[config.mk]
export PLATFORM = sky130hd
export DESIGN_NAME = nibbler_fetch_seq_flat
export DESIGN_NICKNAME = d
export VERILOG_FILES = /design/src/rtl/nibbler_fetch_seq_pkg.sv /design/src/rtl/nibbler_fetch_seq_if.sv /design/src/rtl/nibbler_fetch_seq_pc_reg.sv /design/src/rtl/nibbler_fetch_seq.sv /design/src/flat_wrapper.sv
export SDC_FILE = /design/constraint.sdc
export NUM_CORES = 1
export LEC_CHECK = 0
export BUFFER_PORTS_ARGS = -buffer_cell sky130_fd_sc_hd__buf_2
export CAP_MARGIN = 5
export CORE_ASPECT_RATIO = 1.2
export CORE_MARGIN = 5
export CORE_UTILIZATION = 43
export DETAILED_ROUTE_END_ITERATION = 7
export PLACE_DENSITY = 0.77
export SLEW_MARGIN = 25
export SYNTH_ARGS = -nofsm -noshare
export SYNTH_HDL_FRONTEND = slang
export SYNTH_HIERARCHICAL = 1
export SYNTH_SLANG_ARGS = --single-unit
[constraint.sdc]
create_clock -name clk -period 2.05 [get_ports clk]
set_clock_uncertainty 0.15 [all_clocks]
set_input_delay 0.205 -clock clk [delete_from_list [all_inputs] [get_ports clk]]
set_output_delay 0.205 -clock clk [all_outputs]
set_load 0.02 [all_outputs]
[src/rtl/nibbler_fetch_seq_pkg.sv]
// Shared types and constants for the Nibbler fetch sequencer: FSM state
// encoding, jump opcodes, flag bit positions and jump-resolution helpers.
package nibbler_pkg;

  typedef enum logic [2:0] {
    S_ADDR  = 3'd0,
    S_LOAD  = 3'd1,
    S_EXEC  = 3'd2,
    S_ADDR2 = 3'd3,
    S_LOAD2 = 3'd4
  } state_t;

  localparam logic [3:0] OP_JC  = 4'h8;
  localparam logic [3:0] OP_JNC = 4'h9;
  localparam logic [3:0] OP_JMP = 4'hA;
  localparam logic [3:0] OP_JZ  = 4'hB;

  localparam int FLAG_C = 1;
  localparam int FLAG_Z = 0;

  // Two-byte instructions: the second byte is the low half of the target.
  function automatic logic is_jump(input logic [3:0] op);
    return (op == OP_JC) || (op == OP_JNC) || (op == OP_JMP) || (op == OP_JZ);
  endfunction

  function automatic logic jump_taken(input logic [3:0] op, input logic [1:0] flags);
    logic taken;
    taken = 1'b0;
    case (op)
      OP_JMP:  taken = 1'b1;
      OP_JC:   taken = flags[FLAG_C];
      OP_JNC:  taken = ~flags[FLAG_C];
      OP_JZ:   taken = flags[FLAG_Z];
      default: taken = 1'b0;
    endcase
    return taken;
  endfunction

endpackage

[src/rtl/nibbler_fetch_seq_if.sv]
// ROM, flag and decoder-side signals of the Nibbler fetch sequencer.
// Optional halt/halted pair exists only when NIBBLER_FETCH_HALT_EN is defined.
interface nibbler_fetch_seq_if #(
  parameter int ADDR_W = 12
);

  // Handshakes: rom_rd=1 in a cycle means rom_data carries mem[rom_addr] in the
  // following cycle (no stall, no ready); instr_valid is a one-cycle execute
  // strobe with no backpressure, opcode/operand/pc are stable while it is high.
  logic [ADDR_W-1:0] rom_addr;
  logic              rom_rd;
  logic [7:0]        rom_data;
  logic [1:0]        flags;
  logic [3:0]        opcode;
  logic [3:0]        operand;
  logic              instr_valid;
  logic [ADDR_W-1:0] pc;
`ifdef NIBBLER_FETCH_HALT_EN
  logic              halt;
  logic              halted;

  modport master (
    output rom_addr, rom_rd, opcode, operand, instr_valid, pc, halted,
    input  rom_data, flags, halt
  );

  modport slave (
    input  rom_addr, rom_rd, opcode, operand, instr_valid, pc, halted,
    output rom_data, flags, halt
  );
`else
  modport master (
    output rom_addr, rom_rd, opcode, operand, instr_valid, pc,
    input  rom_data, flags
  );

  modport slave (
    input  rom_addr, rom_rd, opcode, operand, instr_valid, pc,
    output rom_data, flags
  );
`endif

endinterface

[src/rtl/nibbler_fetch_seq_pc_reg.sv]
// Program counter register: parallel load or increment, modulo 2^ADDR_W.
module nibbler_pc_reg #(
  parameter int                ADDR_W       = 12,
  parameter logic [ADDR_W-1:0] RESET_VECTOR = '0
) (
  input  logic              clk,
  input  logic              reset_n,
  input  logic              load,
  input  logic              inc,
  input  logic [ADDR_W-1:0] load_val,
  output logic [ADDR_W-1:0] pc
);

  // Natural overflow of the ADDR_W-bit add gives the FFF -> 000 wrap.
  always_ff @(posedge clk or negedge reset_n) begin
    if (!reset_n) begin
      pc <= RESET_VECTOR;
    end else if (load) begin
      pc <= load_val;
    end else if (inc) begin
      pc <= pc + 1'b1;
    end
  end

endmodule

[src/rtl/nibbler_fetch_seq.sv]
// Nibbler 4-bit CPU instruction fetch sequencer: PC, ROM fetch, IR latch and
// two-byte jump resolution. Define NIBBLER_FETCH_HALT_EN to add halt/halted.
module nibbler_fetch_seq
  import nibbler_pkg::*;
#(
  parameter int                ADDR_W       = 12,
  parameter logic [ADDR_W-1:0] RESET_VECTOR = '0
) (
  input  logic                clk,
  input  logic                reset_n,
  nibbler_fetch_seq_if.master bus,
  output state_t              state_dbg
);

  state_t            state_q;
  state_t            state_d;
  logic [7:0]        ir_q;
  logic              ir_load;
  logic              pc_inc;
  logic              pc_load;
  logic [ADDR_W-1:0] pc_load_val;
  logic [ADDR_W-1:0] pc_q;
  logic              rom_rd;
  logic              instr_valid;
  logic              halt_req;

`ifdef NIBBLER_FETCH_HALT_EN
  assign halt_req = bus.halt;
`else
  assign halt_req = 1'b0;
`endif

  nibbler_pc_reg #(
    .ADDR_W      (ADDR_W),
    .RESET_VECTOR(RESET_VECTOR)
  ) u_pc_reg (
    .clk     (clk),
    .reset_n (reset_n),
    .load    (pc_load),
    .inc     (pc_inc),
    .load_val(pc_load_val),
    .pc      (pc_q)
  );

  // The high target nibble was latched with the opcode; the low byte arrives now.
  assign pc_load_val = ADDR_W'({ir_q[3:0], bus.rom_data});

  always_ff @(posedge clk or negedge reset_n) begin
    if (!reset_n) begin
      state_q <= S_ADDR;
    end else begin
      state_q <= state_d;
    end
  end

  always_ff @(posedge clk or negedge reset_n) begin
    if (!reset_n) begin
      ir_q <= 8'h00;
    end else if (ir_load) begin
      ir_q <= bus.rom_data;
    end
  end

  always_comb begin
    state_d     = state_q;
    ir_load     = 1'b0;
    pc_inc      = 1'b0;
    pc_load     = 1'b0;
    rom_rd      = 1'b0;
    instr_valid = 1'b0;
    case (state_q)
      S_ADDR: begin
        // Halt is only honoured here, so it always lands on an instruction boundary.
        if (!halt_req) begin
          rom_rd  = 1'b1;
          state_d = S_LOAD;
        end
      end
      S_LOAD: begin
        ir_load = 1'b1;
        pc_inc  = 1'b1;
        state_d = is_jump(bus.rom_data[7:4]) ? S_ADDR2 : S_EXEC;
      end
      S_EXEC: begin
        instr_valid = 1'b1;
        state_d     = S_ADDR;
      end
      S_ADDR2: begin
        rom_rd  = 1'b1;
        state_d = S_LOAD2;
      end
      S_LOAD2: begin
        if (jump_taken(ir_q[7:4], bus.flags)) begin
          pc_load = 1'b1;
        end else begin
          pc_inc = 1'b1;
        end
        state_d = S_ADDR;
      end
      default: begin
        state_d = S_ADDR;
      end
    endcase
  end

  assign bus.rom_addr    = pc_q;
  assign bus.rom_rd      = rom_rd;
  assign bus.pc          = pc_q;
  assign bus.opcode      = ir_q[7:4];
  assign bus.operand     = ir_q[3:0];
  assign bus.instr_valid = instr_valid;
  assign state_dbg       = state_q;

`ifdef NIBBLER_FETCH_HALT_EN
  assign bus.halted = (state_q == S_ADDR) && bus.halt;
`endif

endmodule

[src/flat_wrapper.sv]
// flat-port wrapper written by rule: the top's interface ports become plain ports
module nibbler_fetch_seq_flat import nibbler_pkg::*;
#(
  parameter int                ADDR_W       = 12,
  parameter logic [ADDR_W-1:0] RESET_VECTOR = '0
)
  (clk, reset_n, state_dbg, bus_rom_addr, bus_rom_rd, bus_opcode, bus_operand, bus_instr_valid, bus_pc, bus_rom_data, bus_flags);
  nibbler_fetch_seq_if #(.ADDR_W(ADDR_W)) bus_i ();
  input  logic clk;
  input  logic reset_n;
  output state_t state_dbg;
  output wire logic [$bits(bus_i.rom_addr)-1:0] bus_rom_addr;
  output wire logic [$bits(bus_i.rom_rd)-1:0] bus_rom_rd;
  output wire logic [$bits(bus_i.opcode)-1:0] bus_opcode;
  output wire logic [$bits(bus_i.operand)-1:0] bus_operand;
  output wire logic [$bits(bus_i.instr_valid)-1:0] bus_instr_valid;
  output wire logic [$bits(bus_i.pc)-1:0] bus_pc;
  input wire logic [$bits(bus_i.rom_data)-1:0] bus_rom_data;
  input wire logic [$bits(bus_i.flags)-1:0] bus_flags;
  assign bus_rom_addr = bus_i.rom_addr;
  assign bus_rom_rd = bus_i.rom_rd;
  assign bus_opcode = bus_i.opcode;
  assign bus_operand = bus_i.operand;
  assign bus_instr_valid = bus_i.instr_valid;
  assign bus_pc = bus_i.pc;
  assign bus_i.rom_data = bus_rom_data;
  assign bus_i.flags = bus_flags;
  nibbler_fetch_seq #(.ADDR_W(ADDR_W), .RESET_VECTOR(RESET_VECTOR)) u_core (.clk(clk), .reset_n(reset_n), .bus(bus_i), .state_dbg(state_dbg));
endmodule
Word level (Yosys, flattened, before mapping). Cells that the tools add are included.

Input bits: 12. Bits in registers: 23. Output and inout bits: 37.

Reduce and logical (&&, ||, !) cells: 6. Equality and inequality tests: 12. Multiplexer cells: 13. Bitwise operators: 1. $add $sub $neg: 1.

Operators by type and width (count): equality test 4 bit (second input constant) (8); 2-to-1 mux 12 bit (2); adder 12 x 1 -> 12 bit (second input constant) (1); case mux 3 bit (3 select lines) (1); 2-to-1 mux 1 bit (8); equality test 3 x 2 -> 1 bit (second input constant) (2); case mux 1 bit (4 select lines) (1); equality test 3 x 1 -> 1 bit (second input constant) (1); equality test 3 bit (second input constant) (1); zero test 3 bit (1); logical OR 1 bit (3); case mux 1 bit (2 select lines) (1); nonzero test 2 bit (1); OR reduction 2 bit (1); NOT 1 bit (1).

Longest topological paths before layout. Gate-level depths: netlist of run 1.

Depth after elaboration: 7. Depth in mapped cells: 8. Depth with buffers taken out: 6.

By module. Netlist of run 1, hierarchy kept.

By module, submodules not included: nibbler_pc_reg (area each 671.9 sq um, times used 1, cells an instance 72); nibbler_fetch_seq (area each 629.4 sq um, times used 1, cells an instance 47).

Worst setup path before layout of run 1. OpenSTA, ideal clock, no wires.

Kind: reg-to-reg. Start: register u_core.ir_q[4]. End: register u_core.u_pc_reg.pc[8]. Clock period less this slack: 2276 ps. Data required time: 1774 ps. Stages on the path, launching flop included: 8. Path slack: -226 ps. Setup time: 126 ps. Arrival time: 2000 ps. Buffers on the path: 1. Path through: dfrtp_1 -> xor2_1 -> o221a_2 -> nor3_1 -> buf_2 -> nand2_1 -> o311a_2 -> a221o_1.

Cells in the longest elaborated chain, start to end: 6.

RTL lines: from (decl) (line nibbler_fetch_seq.sv:17) `logic [7:0] ir_q;`; from (signal assigned) (line nibbler_fetch_seq.sv:60) `ir_q <= bus.rom_data;`; equality test 4 bit (line nibbler_fetch_seq_pkg.sv:29) `case (op)`; case mux 1 bit (4 select lines) (*) (line nibbler_fetch_seq_pkg.sv:29); 2-to-1 mux 1 bit (*) (line nibbler_fetch_seq.sv:71) `case (state_q)`; 2-to-1 mux 1 bit (*) (line nibbler_fetch_seq.sv:93) `if (jump_taken(ir_q[7:4], bus.flags)) begin`; case mux 1 bit (2 select lines) (*) (line nibbler_fetch_seq.sv:71); via u_core.pc_inc (line nibbler_fetch_seq.sv:19) `logic pc_inc;`; nonzero test 2 bit (no source line) (*); to (signal assigned) (line nibbler_fetch_seq_pc_reg.sv:19) `pc <= load_val;`; to (signal assigned) (line nibbler_fetch_seq_pc_reg.sv:21) `pc <= pc + 1'b1;`; to (decl) (line nibbler_fetch_seq_pc_reg.sv:11) `output logic [ADDR_W-1:0] pc`.

Mark *: on every way through the listed nets, which the timed path passes. The rest lies on a longest branch. The select of a mux whose other input is x is not followed. A chain may end at the register's enable or synchronous reset.

Worst setup path in the final report of run 1.
Start: register u_core.ir_q[4]. End: register u_core.u_pc_reg.pc[11].

Same word-level chain as after synthesis.

==> results of run 1 <==
==> report_power, final <==
| group | leakage (nW) | internal [mW] | switching (mW) | total, mW |
|---|---|---|---|---|
| clock network | 0.0150 | 0.0758 | 0.127 | 0.203 |
| registers | 0.279 | 0.680 | 0.296 | 0.976 |
| logic | 0.505 | 0.758 | 0.979 | 1.74 |
| total | 0.799 | 1.51 | 1.40 | 2.92 |
==> layout by cell type (no fill, tap or decap), types with 2 or more instances in the layout <==
cell | Yosys | layout
a31oi_1 | 4 | 4
buf_2 | 1 | 48
buf_4 | 12 | 12
clkbuf_4 | 0 | 3
dfrtp_1 | 23 | 21
dfrtp_2 | 0 | 2
dlygate4sd3_1 | 0 | 8
inv_1 | 2 | 2
mux2_4 | 8 | 8
nand2_1 | 10 | 9
nand3_1 | 5 | 4
nand4_1 | 4 | 4
nor2_1 | 6 | 6
o211ai_1 | 2 | 2
o21ai_0 | 5 | 4
o31ai_1 | 4 | 4
or4_1 | 6 | 6
xnor2_1 | 2 | 2
xor2_1 | 5 | 5
==> registers in the layout, summed over array words and instances, names as in the netlist <==
signal,count
u_core/ir_q,8
u_core/u_pc_reg/pc,12
u_core/state_dbg,3
==> layout make-up <==
| cell class | instances | area (sq um) |
|---|---|---|
| multi-input combinational | 76 | 616.8 |
| clock buffer | 4 | 26.28 |
| tap | 34 | 42.54 |
| sequential | 23 | 578.1 |
| inverter | 2 | 7.507 |
| timing repair buffer | 68 | 410.4 |
| fill | 238 | 1182 |
==> kinds of logic after synthesis <==
kind of cell | after synthesis | share of synthesized area [%]
multiplexers | 9 | 10.00
AND/OR/NAND/NOR | 40 | 19.23
adder cells (fa/ha/maj) | 1 | 0.9614
XOR/XNOR | 7 | 4.712
flip-flops | 23 | 44.23
AO/OA/AOI/OAI | 19 | 10.38
buffers and inverters | 20 | 10.48
==> worst max-delay path: stages, from the launching register on <==
cell and delay [ps]:
dfrtp_2 440, xor2_1 150, o221a_2 240, nor3_2 110, buf_4 170, nand4_1 120
or4_1 430, a31oi_1 170
==> stage by stage <==
stage          area (sq um)  setup TNS [ps]
2_1_floorplan          1329               0
3_3_place_gp           1555               0
3_5_place_dp           1555          -112.5
4_1_cts                1682          -10.16
5_1_grt                1682          -177.7
6_report               1682               0
==> routing by layer <==
metal  vias to the layer above  wire [microns]
met5                         -               0
met4                         0              26
met3                         4             192
met2                        31            1571
met1                       533            1284
li1                        533               -
==> path summary, 6_finish.rpt <==
| check | slack, ps | endpoint | startpoint |
|---|---|---|---|
| min reg2reg | 390 | u_core/ir_q[7] | u_core/ir_q[7] |
| max reg2reg | 2 | u_core/u_pc_reg/pc[11] | u_core/ir_q[4] |
| max | 2 | u_core/u_pc_reg/pc[11] | u_core/ir_q[4] |
| min in group asynchronous | 260 | u_core/u_pc_reg/pc[1] | reset_n |
| min | 20 | u_core/ir_q[7] | bus_rom_data[7] |
| max in group asynchronous | 1110 | u_core/ir_q[4] | reset_n |
==> timing repair <==
action | 4_1_cts | 5_1_grt
endpoints found under the setup margin | 6 | 7
resized for setup | 1 | 1
buffers inserted | 2 | 0
pin swaps | 0 | 6
endpoints found under the hold margin | 36 | 0
hold buffers | 8 | 0
==> impl_metrics.json, run 1 <==
{
  "status": "finished clean",
  "path_clk_slew_ps": 120,
  "tightest_slew_ps": 521.4,
  "root_buffer": "clkbuf_4",
  "crit_fanout": 5,
  "ys_seq_elements": 23,
  "drc_errors": 0,
  "dp_hpwl_mm": 2.339,
  "met1_usage_pct": 19.49,
  "grtUsageTotal_pct": 15.18,
  "fp-row-count": 21,
  "power.density_nw_per_um2": 1734,
  "required_ps": 2130,
  "die_y_microns": 70.26,
  "drtPass1Iterations": 4,
  "wl_mm": 3.074,
  "drt_iter0_markers": 19,
  "cp-start-kind": "register",
  "cts_buffers": 3,
  "setup_ws_ps": 2.361,
  "ir_worst_vdd_mv": 1.019,
  "seq_area_frac_synth_pct": 44.23,
  "async_flop_share_pct": 100.0,
  "antenna_found_initial": 0,
  "finish.utilization_pct": 58.72,
  "cts.sinks": 23,
  "layout.cells.non_filler": 207,
  "vias_per_cell": 5.319,
  "clkLatencyLatePin_ps": 300,
  "p_leak_nw": 0.7987,
  "hold_depth": 2,
  "gr-usage-met2_pct": 25.12,
  "postRouteAntennaNets": 0,
  "syn-num-nets": 132,
  "syn2layout_area_growth_pct": 29.23,
  "finalCritPeriodShare_pct": 99.88,
  "power.total_mw": 2.916,
  "yosysWarnings": 6,
  "nets": 187,
  "setup_violations": 0,
  "tritoncts": "done",
  "syn_inst": 119,
  "drive_gt1_share_pct": 47.40,
  "initial_core_util_pct": 45.43,
  "synth.area.top_cells": "dfrtp_1, mux2_4, buf_4",
  "die_area_sq_um": 4231,
  "holdCritPathClass": "in -> reg",
  "finalHoldViolations": 0,
  "ctsHtreeMaxLevel": 1,
  "timing.max_cap.violations": 0,
  "synth_area_per_cell_sq_um": 10.93,
  "grt_overflow": 0,
  "wire_per_inst_microns": 14.85,
  "synth_top_cell_by_area": "dfrtp_1",
  "netlist_top_cells_count": "dfrtp_1, buf_4, nand2_1",
  "ios": 49,
  "num_antenna_cells": 0,
  "fin_crit_ps": 2048,
  "fmax_ghz": 0.4884,
  "grt_pass1_vias": 1081,
  "critical_path_class": "reg -> reg",
  "cp.arrival_ps": 2130,
  "top_usage_layer": "met2",
  "die_w_microns": 60.22,
  "r2r_cells": 7,
  "use_met3_pct": 2.210,
  "grt_max_degree": 24,
  "yosysUniqueCellTypes": 32,
  "synthFlopType": "dfrtp_1",
  "dp_cells": 193,
  "vias": 1101,
  "io_buffers": 48,
  "place_ws_ps": -64.67,
  "synth_edf_count": 0,
  "synth_area_sq_um": 1301,
  "core_sq_um": 2864,
  "rsz0062_at_grt": "yes",
  "grt_pass1_wl_mm": 4.995,
  "max-slew-margin-rel_pct": 65.24,
  "cts.path.max_buffers": 2,
  "end_kind": "register",
  "synth_top_area_share_pct": 44.23,
  "finalWeightedCongestion": 0.8680,
  "yosysMostFrequentCell": "dfrtp_1",
  "maxSlewViolCount": 0,
  "whs_ps": 20.47
}
Power figures use the tool's default switching activity.
==> inputs of run 2 (changes only) <==
==> constraint.sdc (replaced) <==
create_clock -name clk -period 2.05 [get_ports clk]
set_clock_uncertainty 0.15 [all_clocks]
set_input_delay 0.3075 -clock clk [delete_from_list [all_inputs] [get_ports clk]]
set_output_delay 0.3075 -clock clk [all_outputs]
set_load 0.02 [all_outputs]
==> run 2 against run 1 <==
The flow now finishes with violations (setup timing). Combinational power is essentially flat. Global-route usage grew 0.49 points. Final cell count shrank 2.4%. Non-clock buffer count shrank 5. Via count grew 0.54%. Sequential share of layout area grew 0.78 points. Setup slack lost 12 ps. Worst hold slack gained 44 ps. Critical endpoint is now u_core/u_pc_reg/pc[7]. Largest cell class unchanged.
==> impl_metrics.json, run 2 (same netlist as run 1, synthesis figures left out) <==
{
  "status": "complete, but fails checks",
  "violations": "setup timing",
  "syn2layout_area_growth_pct": 26.35,
  "cp_slowest_cell": "dfrtp_2",
  "path_clk_slew_ps": 120,
  "top_layer": "met4",
  "wl_met1_mm": 1.303,
  "root_buffer": "clkbuf_4",
  "clkLatencyLatePin_ps": 310,
  "reg2reg_to": "u_core/u_pc_reg/pc[7]",
  "holdCritPathClass": "in -> reg",
  "rsz0062_at_grt": "yes",
  "wl_mm": 3.208,
  "finalWeightedCongestion": 0.8815,
  "fin_crit_ps": 2060,
  "wl_met2_mm": 1.702,
  "timing.max_cap.violations": 0,
  "power.total_mw": 2.962,
  "drive_gt1_share_pct": 51.79,
  "drtPass1Iterations": 4,
  "path_depth": 7,
  "dp_hpwl_mm": 2.374,
  "cp.arrival_ps": 2150,
  "ir_worst_vdd_mv": 1.170,
  "critical_path_class": "reg -> reg",
  "final_cell_mix": "buf_2, dfrtp_1, buf_4",
  "finalHoldViolations": 0,
  "io_buffers": 48,
  "finalCritPeriodShare_pct": 100.5,
  "vias": 1107,
  "final_common_cell": "buf_2",
  "antenna_found_initial": 0,
  "critPathMaxStageDelay_ps": 450,
  "p_leak_nw": 0.7858,
  "top_register": "u_core/u_pc_reg/pc",
  "r2r_slack_ps": -10,
  "reg2reg_from": "u_core/ir_q[4]",
  "cts.path.max_buffers": 2,
  "setup_violations": 1,
  "initial_core_util_pct": 45.43,
  "grt_pass1_vias": 1051,
  "fmax_ghz": 0.4855,
  "power.density_nw_per_um2": 1802,
  "path_cells": "xor2_1 -> o221a_2 -> nor3_2 -> buf_4 -> nand3_2 -> or4_4 -> a31oi_1",
  "grt_pass1_wl_mm": 5.092,
  "setup_ws_ps": -9.662,
  "routed-wl-met3_microns": 162,
  "die_area_sq_um": 4231,
  "fp-row-count": 21,
  "max-slew-margin-rel_pct": 65.29,
  "hold_depth": 3,
  "end_kind": "register",
  "crit_fanout": 5,
  "num_antenna_cells": 0,
  "cts_buffers": 3,
  "drc_errors": 0,
  "ios": 49,
  "maxSlewViolCount": 0,
  "cp-start-kind": "register",
  "largest_register_ffs": 12,
  "grt_overflow": 0,
  "tritoncts": "done",
  "core_sq_um": 2864,
  "whs_endpoint": "u_core/u_pc_reg/pc[5]",
  "grtUsageTotal_pct": 15.67,
  "ctsHtreeMaxLevel": 1,
  "vias_per_cell": 5.480,
  "nFillCells": 267,
  "die_w_microns": 60.22,
  "hold_start": "bus_rom_data[5]",
  "crit_buf_inv": 1,
  "nets": 182,
  "required_ps": 2140,
  "r2r_cells": 7,
  "drt_iter0_markers": 28,
  "setup_tns_ps": -9.662,
  "tightest_slew_ps": 520.7,
  "die_y_microns": 70.26,
  "wire_per_inst_microns": 15.88,
  "cts.sinks": 23,
  "path_delay_family": "simple AND/OR/NAND/NOR gates",
  "grt_max_degree": 24,
  "postRouteAntennaNets": 0,
  "whs_ps": 64.10
}
## run 2: cell types whose count changed in the layout (fill, tap and decap cells not counted)
cell and delta:
or4_1 -2, nor3b_4 +1, dlygate4sd3_1 -7, inv_1 -1, buf_6 +1, buf_4 +1
nor3b_2 -1, or4_4 +2, inv_2 +1
## run 2: cell type report
cell class	instances	area [sq um]	area share, %
Multi-Input combinational cell	76	630.6	38.36
Inverter	2	7.507	0.4566
Timing Repair Buffer	63	359.1	21.84
Tap cell	34	42.54	2.588
Clock buffer	4	26.28	1.598
Sequential cell	23	578.1	35.16
## run 2: worst min-delay path: cells and delay by family
kind / cells / cell delay, ps
AND/OR/NAND/NOR: 2 / 100
buffers and inverters: 1 / 90
## run 2: repair_timing
item,4_1_cts,5_1_grt
pin swaps,1,6
hold buffers,1,0
hold endpoints to repair,23,0
buffers inserted,1,1
gates resized for setup,1,6
setup endpoints to repair,4,7
## run 2: worst max-delay path by stage
stage | slack (ps) | from | to
6_report | -10 | u_core/ir_q[4] | u_core/u_pc_reg/pc[7]
5_1_grt | -100 | u_core/ir_q[4] | u_core/u_pc_reg/pc[7]
4_1_cts | 6 | u_core/ir_q[4] | u_core/u_pc_reg/pc[7]
3_5_place_dp | -40 | bus_flags[1] | u_core/u_pc_reg/pc[7]
3_3_place_gp | 30 | bus_flags[1] | u_core/u_pc_reg/pc[7]
2_1_floorplan | 10 | u_core/ir_q[4] | u_core/u_pc_reg/pc[11]
## run 2: power by group
part	internal (mW)	switching, mW	total, mW
clock network	0.0760	0.132	0.208
registers	0.680	0.307	0.987
logic	0.773	0.994	1.77
## run 2: metrics by stage
stage          instances  instance area [sq um]  utilization, %  worst slack [ps]
5_1_grt              202                   1644           57.40            -101.0
4_1_cts              201                   1619           56.53             5.630
2_1_floorplan        119                   1329               -             10.68
6_report             202                   1644           57.40            -9.662
3_3_place_gp         195                   1570           54.83             25.71
3_5_place_dp         195                   1570           54.83            -42.01
## run 2: per-layer routing
metal,track usage [%],up-vias
met5,0,-
met4,6.158,0
met3,1.657,4
met2,26.68,32
met1,19.63,549
li1,-,522
==> inputs of run 3 (changes only) <==
- CORE_UTILIZATION: 43 -> 45
- PLACE_DENSITY: 0.77 -> 0.79
- SYNTH_HIERARCHICAL: 1 -> not set
==> run 3 against run 2 <==
The flow now finishes without violations. Critical endpoint is now u_core.u_pc_reg.pc[6]. Critical path depth decreased by 3. Clock power increased by 9.6%. Largest cell class unchanged. Flip-flop and latch count is the same. Combinational power up 2%. Via count increased by 26%. Critical path type unchanged. Sequential share of layout area is 0.75 points lower. Global-route usage grew 4.0 points. First-iteration DRC count rose to 2.8 times the previous value. Die area rose by 4.7%. Count of clock-buffer cells in the layout stayed put.
==> impl_metrics.json, run 3 <==
{
  "dp_cells": 217,
  "synthFlopType": "dfrtp_1",
  "fmax_ghz": 0.5173,
  "synth_top_cell_by_area": "dfrtp_1",
  "grt_overflow": 0,
  "cp-start-kind": "register",
  "reg2reg_to": "u_core.u_pc_reg.pc[6]",
  "cp.arrival_ps": 2050,
  "nFillCells": 297,
  "netlist_top_cells_count": "dfrtp_1, buf_4, nand2_1",
  "wl_mm": 4.110,
  "syn_inst": 149,
  "finalWeightedCongestion": 0.9603,
  "core_sq_um": 3083,
  "initial_core_util_pct": 46.63,
  "critPathCapture": "u_core.u_pc_reg.pc[6]",
  "crit_start": "u_core.state_dbg[0]",
  "grt_pass1_vias": 1445,
  "path_clk_slew_ps": 140,
  "status": "finished clean",
  "clkLatencyLatePin_ps": 320,
  "fin_crit_ps": 1933,
  "async_flop_share_pct": 100.0,
  "antenna_found_initial": 0,
  "largest_register_ffs": 12,
  "grtUsageTotal_pct": 19.68,
  "synth_top_area_share_pct": 40.03,
  "grt_pass1_wl_mm": 6.789,
  "cts.sinks": 23,
  "p_leak_nw": 0.6947,
  "layout.cells.non_filler": 222,
  "holdCritPathClass": "in -> reg",
  "final_common_cell": "buf_2",
  "r2r_slack_ps": 120,
  "syn-num-nets": 162,
  "tritoncts": "done",
  "ctsHtreeMaxLevel": 1,
  "syn2layout_area_growth_pct": 16.36,
  "synth_edf_count": 0,
  "setup_tns_ps": 0,
  "setup_violations": 0,
  "synth.area.top_cells": "dfrtp_1, buf_4, mux2_2",
  "ys_seq_elements": 23,
  "critical_path_class": "reg -> reg",
  "die_area_sq_um": 4430,
  "drtPass1Iterations": 5,
  "die_y_microns": 71.92,
  "end_kind": "register",
  "cts_buffers": 3,
  "vias_per_cell": 6.306,
  "num_antenna_cells": 0,
  "r2r_cells": 4,
  "synth_area_sq_um": 1438,
  "finalHoldViolations": 0,
  "dp_hpwl_mm": 2.967,
  "timing.max_cap.violations": 0,
  "nets": 200,
  "root_buffer": "clkbuf_4",
  "postRouteAntennaNets": 0,
  "seq_area_frac_synth_pct": 40.03,
  "reg2reg_from": "u_core.state_dbg[0]",
  "final_cell_mix": "buf_2, dfrtp_1, nand2_1, buf_4, nand3_1",
  "yosysWarnings": 0,
  "top_register": "u_core.u_pc_reg.pc",
  "maxSlewViolCount": 0,
  "synth_area_per_cell_sq_um": 9.649,
  "vias": 1400,
  "io_buffers": 48,
  "cts.path.max_buffers": 2,
  "fp-row-count": 22,
  "finalCritPeriodShare_pct": 94.30,
  "grt_max_degree": 24,
  "wire_per_inst_microns": 18.51,
  "die_w_microns": 61.60,
  "drc_errors": 0,
  "postPlaceCellArea_sq_um": 1630,
  "yosysUniqueCellTypes": 46,
  "rsz0062_at_grt": "no",
  "ir_worst_vdd_mv": 1.112,
  "drt_iter0_markers": 77,
  "crit_fanout": 13,
  "yosysMostFrequentCell": "dfrtp_1",
  "power.density_nw_per_um2": 1728,
  "ios": 49,
  "tightest_slew_ps": 545.1,
  "max-slew-margin-rel_pct": 63.66,
  "required_ps": 2170,
  "drive_gt1_share_pct": 38.17,
  "finish.instance_area_sq_um": 1673
}
run 3: cell type report:
class / count / area, sq um / share of cell area, %
tap: 36 / 45.04 / 2.693
timing repair buffer: 58 / 317.8 / 19.00
sequential: 23 / 575.6 / 34.41
inverter: 1 / 3.754 / 0.2244
clock buffer: 4 / 26.28 / 1.571
multi-input combinational: 100 / 704.4 / 42.11
run 3: metal layers:
metal | track usage, % | up-vias | routed length [microns]
li1 | - | 635 | -
met1 | 25.45 | 676 | 1569
met2 | 33.29 | 84 | 2127
met3 | 1.779 | 5 | 382
met4 | 7.311 | 0 | 29
met5 | 0 | - | 0
run 3: what timing repair did:
item,4_1_cts,5_1_grt
endpoints found under the hold margin,23,0
hold buffers,1,0
gates resized for setup,0,3
endpoints found under the setup margin,0,7
buffers inserted,0,0
run 3: logic make-up (layout without fill, tap and decap cells):
family | Yosys count | after routing | share of synthesized area [%]
buffers and inverters | 26 | 63 | 11.40
flip-flops | 23 | 23 | 40.03
AO/OA/AOI/OAI | 41 | 41 | 22.19
adder cells (fa/ha/maj) | 1 | 1 | 0.8702
multiplexers | 7 | 7 | 5.483
XOR/XNOR | 2 | 2 | 1.219
AND/OR/NAND/NOR | 49 | 49 | 18.80
run 3: worst min-delay path by stage:
stage                          startpoint                     to  slack, ps  cells past startpoint
after global placement            reset_n         u_core.ir_q[6]        160                      1
after CTS                 bus_rom_data[4]         u_core.ir_q[4]         60                      3
final                     bus_rom_data[4]         u_core.ir_q[4]         60                      3
after floorplan                   reset_n         u_core.ir_q[0]       -140                      0
after detailed placement          reset_n  u_core.u_pc_reg.pc[5]        170                      1
after global routing      bus_rom_data[0]         u_core.ir_q[0]         70                      2
run 3: worst max-delay path: stages (launching register included):
cell and delay [ps]:
dfrtp_1 490, or4_1 600, buf_4 220, o22ai_1 210
o221a_1 200
run 3: metrics by stage:
stage / worst slack, ps / total power [mW] / utilization, % / hold slack [ps]
3_3_place_gp: 125.8 / 2.570 / 52.88 / 161.4
3_5_place_dp: 82.62 / 2.638 / 52.88 / 168.2
4_1_cts: 63.46 / 2.868 / 54.06 / 62.14
2_1_floorplan: 35.76 / 2.129 / - / -138.1
5_1_grt: 16.30 / 3.086 / 54.26 / 71.38
6_report: 116.9 / 2.890 / 54.26 / 61.14
run 3: report_power, final:
| group | total [mW] | internal, mW | leakage (nW) | switching, mW |
|---|---|---|---|---|
| sequential | 0.849 | 0.624 | 0.257 | 0.224 |
| combinational | 1.81 | 0.716 | 0.423 | 1.10 |
| clock | 0.228 | 0.0762 | 0.0150 | 0.152 |
